===== config.mk =====
export PLATFORM = sky130hd
export DESIGN_NAME = inst_fetch
export DESIGN_NICKNAME = d
export VERILOG_FILES = /design/src/rtl/inst_fetch.sv
export SDC_FILE = /design/constraint.sdc
export NUM_CORES = 1
export LEC_CHECK = 0
export ABC_AREA = 1
export CAP_MARGIN = 20
export CORE_MARGIN = 1.5
export CORE_UTILIZATION = 30
export DETAILED_ROUTE_END_ITERATION = 8
export PLACE_DENSITY = 0.72
export SLEW_MARGIN = 15
export SYNTH_ARGS = -nofsm -noshare
export SYNTH_HDL_FRONTEND = slang
export SYNTH_SLANG_ARGS = --single-unit

===== constraint.sdc =====
create_clock -name clk -period 3.1 [get_ports clk]
set_input_delay 0.93 -clock clk [delete_from_list [all_inputs] [get_ports clk]]
set_output_delay 0.93 -clock clk [all_outputs]
set_load 0.05 [all_outputs]

===== src/rtl/inst_fetch.sv =====
// Instruction fetch unit: REQ -> WAIT -> HOLD handshake FSM with a held decode buffer.
// Optional performance counters are built only when INST_FETCH_PERF_CNT_EN is defined.
module inst_fetch #(
  parameter logic [31:0] RESET_PC = 32'h0000_0000
) (
  input  logic        clk,
  input  logic        rst_n,
  output logic [31:0] PC,
  output logic        Inst_Req_Valid,
  input  logic        Inst_Req_Ready,
  input  logic [31:0] Instruction,
  input  logic        Inst_Valid,
  output logic        Inst_Ready,
  output logic [31:0] inst_out,
  output logic [5:0]  opcode,
  output logic [5:0]  funct,
  output logic        inst_out_valid,
  input  logic        inst_out_ready,
  input  logic        redirect_valid,
  input  logic [31:0] redirect_pc,
  output logic [31:0] pc_plus4,
  output logic [31:0] fetch_cnt,
  output logic [31:0] stall_cnt
);

  // Handshakes: a transfer happens on a rising edge where valid and ready are both 1.
  // Request side is Inst_Req_Valid/Inst_Req_Ready, response side Inst_Valid/Inst_Ready,
  // decode side inst_out_valid/inst_out_ready. All valids/readies driven here are Moore.
  typedef enum logic [1:0] {
    S_REQ  = 2'd0,
    S_WAIT = 2'd1,
    S_HOLD = 2'd2
  } state_t;

  state_t      r_state;
  state_t      w_next_state;
  logic [31:0] r_pc;
  logic [31:0] r_inst;
  logic [31:0] w_pc_plus4;
  logic [31:0] w_redirect_aligned;
  logic [31:0] w_next_pc;
  logic        w_capture;
  logic        w_consume;

  always_ff @(posedge clk or negedge rst_n) begin
    if (!rst_n) begin
      r_state <= S_REQ;
    end else begin
      r_state <= w_next_state;
    end
  end

  always_comb begin
    w_next_state = r_state;
    case (r_state)
      S_REQ:   if (Inst_Req_Ready) w_next_state = S_WAIT;
      S_WAIT:  if (Inst_Valid)     w_next_state = S_HOLD;
      S_HOLD:  if (inst_out_ready) w_next_state = S_REQ;
      default: w_next_state = S_REQ;
    endcase
  end

  assign Inst_Req_Valid = (r_state == S_REQ);
  assign Inst_Ready     = (r_state == S_WAIT);
  assign inst_out_valid = (r_state == S_HOLD);

  assign w_capture = (r_state == S_WAIT) && Inst_Valid;
  assign w_consume = (r_state == S_HOLD) && inst_out_ready;

  // Redirect targets are word aligned; low bits are dropped rather than trapped.
  assign w_redirect_aligned = redirect_pc & 32'hFFFF_FFFC;
  assign w_pc_plus4         = r_pc + 32'd4;
  assign w_next_pc          = redirect_valid ? w_redirect_aligned : w_pc_plus4;

  always_ff @(posedge clk or negedge rst_n) begin
    if (!rst_n) begin
      r_pc <= RESET_PC;
    end else if (w_consume) begin
      r_pc <= w_next_pc;
    end
  end

  always_ff @(posedge clk or negedge rst_n) begin
    if (!rst_n) begin
      r_inst <= 32'h0;
    end else if (w_capture) begin
      r_inst <= Instruction;
    end
  end

  assign PC       = r_pc;
  assign pc_plus4 = w_pc_plus4;
  assign inst_out = r_inst;
  assign opcode   = r_inst[31:26];
  assign funct    = r_inst[5:0];

`ifdef INST_FETCH_PERF_CNT_EN
  logic [31:0] r_fetch_cnt;
  logic [31:0] r_stall_cnt;
  logic        w_stall;

  // A stall is any cycle the memory side holds us in REQ or WAIT.
  assign w_stall = ((r_state == S_REQ)  && !Inst_Req_Ready) ||
                   ((r_state == S_WAIT) && !Inst_Valid);

  always_ff @(posedge clk or negedge rst_n) begin
    if (!rst_n) begin
      r_fetch_cnt <= 32'h0;
      r_stall_cnt <= 32'h0;
    end else begin
      if (w_consume) r_fetch_cnt <= r_fetch_cnt + 32'd1;
      if (w_stall)   r_stall_cnt <= r_stall_cnt + 32'd1;
    end
  end

  assign fetch_cnt = r_fetch_cnt;
  assign stall_cnt = r_stall_cnt;
`else
  assign fetch_cnt = 32'h0;
  assign stall_cnt = 32'h0;
`endif

endmodule


==> results.md <==
- Cts hold-fix bufs: 0
- Area of the core: around 14000 um2
- Postcts setup bufs: 0
- H-tree levels: 3
- First-pass GRT wire length: roughly 18 mm
- Largest net degree at the start of global routing: 37
- Yosys cell types: 31
- Clock buffer depth: 2
- Setup crit end kind: primary output
- # rows: 43
- Design Power: roughly 8 mW
- Final Instance Area: ~6300 um2
- GRT Total Usage: around 16%
- Max-slew violation count: 0
- Root buffer cell: clkbuf_16
- Crit path max fanout: 4
- Prevailing post-synth register cell: dfrtp_1
- Hold Crit Class: input pin to async pin
- Tightest Pin Transition: 0.763 ns
- Int Pwr: about 3.6 mW
- Filler cells: about 1400
- Yosys warning count: 0
- Relative slew slack: approximately half
- WP data arrival: between 2 and 2.5 ns
- Register area share after synthesis: 37.1%
- CTS tree: yes
- Mean number of vias per cell: between 4 and 5
- Total Routed Length: around 12 mm
- Buf+Inv Stages, Crit Path: 2
- Crit path time final: between 2 and 3 ns
- Placed cell area: around 6000 um2
- Die area: ~15000 um2
- Clock sink total: 64
- Final ANT Viol Nets: 0
- Synth top area share: roughly 37%
- Number of global-route vias before repair: 3659
- Clock share of power: 12.8%
- Die width: approximately 120 um
- Sw Ratio: 54.7%
- Area leader, netlist: dfrtp_1
- Pwr/cell area: approximately 1300 nW/um2
- R2R Setup Slk: 1.42 ns
- Share of cells above drive strength 1: ~13%
- Comb power frac: around two thirds
- Setup TNS Final: 0 ns
- Area contributors post-synth: dfrtp_1 (37%), buf_4 (14%), nand2_1 (13%), nor2_1 (6.3%), mux2_2 (5.0%)
- I/O pin cnt: ~250
- CP Data Required Time: 2.17 ns
- Clock-pin slew on the worst setup and hold paths: 0.06 ns
- Psw: about 4.4 mW
- Residual DRC count: 0
- Clk_lat worst skew: approximately 0.33 ns
- Pre-Repair DR Iteration Count: 4
- Finished Layout Cells: just over 900
- Simple-gate share of the synthesized area: approximately 28%
- # placed instances: between 800 and 900
- Setup Skew: 0.00920 ns
- Seq cells post-synth: 64
- Worst Slack Setup Final: between 0.1 and 0.15 ns
- # diodes: 0
- Grt ovf: 0
- Fmax: 0.338 GHz
- Initial DRC Count: 130
- Num CTS Buffers: 9
- Status: completed
- Final Hold Violating Endpoints: 0
- Initial cell density of the core: 30.9%
- Die Span Y: 123 um
- Flop pwr share: between 20 and 25%
- Leakage: between 2 and 3 nW
- Fin nets: 792
- Adder-Cell Fraction of Synth Area: less than 1%
- Tcrit/Tclk final: between 90% and 100%
- Worst path cell trace: ha_1 -> xnor2_1 -> inv_1 -> clkdlybuf4s50_1
- Most common cell in the netlist: nand2_1
- Slowest CP cell: clkdlybuf4s50_1
- Peak VDD IR: 0.000687 V
- Drt wl/cell: between 10 and 15 um
- Syn Area/Cell: slightly below 8 um2
- Cells after Synth: 558
- Placer congestion estimate: 0.790
- RSZ-0062 raised after global routing: no
- Final setup fails: 0
- CP Launch Type: register
- Worst path max stage delay: 0.80 ns
- Post-DP HPWL: just over 9 mm
- XOR/XNOR Fraction of Synth Area: 1.42%
- Main combinational cell family by area after synthesis: simple AND/OR/NAND/NOR gates
- FFs w/ async S/R, synth: between 90% and 100%
- Layout area overhead: 45.7%
- Port bufs: approximately 170
- Mux cell area share after synthesis: roughly 8.3%
- Pre-CTS WS: 0.440 ns
- Setup CP Type: register to primary output
- Worst path top cell family by delay: buffers and inverters
- EDFF count, synth: 0
- Max Cap Viol: 0
- Compound-Gate Fraction of Synth Area: between 5 and 6%
- Post-Syn Area: 4320 um2
- Top cells by count, synth: nand2_1 (147), buf_4 (81), nor2_1 (73)
- Antenna violations before repair: 0
- Via count: 3821
==> logic make-up after synthesis <==
kind of cell               count (synthesis)
buffers and inverters                    138
adders and majority gates                  1
DFF                                       64
and+or+nand+nor                          274
other                                      1
muxes                                     32
xor gates and xnor gates                   7
AOI/OAI and AO/OA                         41
==> worst paths after layout <==
kind | end | cells after the start | start
min in group clk | inst_out[21] | 1 | inst_out[21]
max | pc_plus4[4] | 4 | PC[2]
max reg2reg | PC[16] | 9 | PC[2]
min | inst_out[8] | 1 | rst_n
max in group asynchronous | PC[26] | 2 | rst_n
min reg2reg | inst_out[21] | 1 | inst_out[21]
==> area by class of cell <==
cell class	count	area [um2]	share of cell area (%)
multi-input cells	423	2140	34.0
repair buffers	180	1870	29.7
flip-flops and latches	64	1600	25.4
clock buffers	11	243	3.86
well taps	180	225	3.58
inverters	43	161	2.56
clock inverters	5	56.3	0.894
==> power groups by stage <==
stage          Clock (mW)  Combinational [mW]  Sequential, mW
3_3_place_gp            0                5.32            1.65
4_1_cts              1.05                5.36            1.65
6_report             1.02                5.32            1.65
5_1_grt              1.09                5.61            1.72
2_1_floorplan           0                2.38            2.94
3_5_place_dp            0                5.35            1.67
==> flip-flops by register name, indices dropped and copies added (netlist names) <==
| name | flops |
|---|---|
| inst_out | 32 |
| r_state | 2 |
| PC | 30 |
==> cell usage in the layout (no fill, tap or decap), drive strengths merged <==
cell,Yosys,final
a21boi,2,2
a21oi,2,2
buf,89,33
bufinv,0,1
clkbuf,6,11
clkdlybuf4s50,0,146
clkinv,0,3
clkinvlp,0,1
conb,1,68
dfrtp,64,64
dlymetal6s2s,0,1
ha,1,1
inv,43,43
mux2,32,32
nand2,157,157
nand3,27,27
nand3b,2,2
nand4,2,2
nor2,86,86
o21ai,29,29
o22ai,5,5
o31ai,3,3
xnor2,1,1
xor2,6,6
==> worst register-to-register path: cells and delay by family (launching register included) <==
kind / cells / cell delay [ns]
AO/OA/AOI/OAI: 1 / 0.11
AND/OR/NAND/NOR: 7 / 0.86
flip-flops: 1 / 0.41
adder cells (fa/ha/maj): 1 / 0.24
==> metrics by stage <==
stage	utilization, %	hold WS (ns)
after floorplan	-	0.474
after detailed placement	42.8	0.481
after global routing	45.0	0.456
final	45.0	0.457
after CTS	45.0	0.445
after global placement	42.8	0.473
==> metal layers <==
| metal | wire length [um] | global-route usage [%] | up-vias |
|---|---|---|---|
| met3 | 997 | 4.38 | 10 |
| met5 | 0 | 0 | - |
| met1 | 4930 | 18.7 | 1720 |
| met4 | 134 | 5.24 | 0 |
| met2 | 5780 | 27.7 | 157 |
| li1 | - | - | 1934 |
==> what timing repair did <==
item / in CTS / in global routing
hold endpoints to repair: 0 / 0
endpoints found under the setup margin: 0 / 1
gates resized for setup: 0 / 1
No activity file was read; power rests on OpenSTA's default activity.
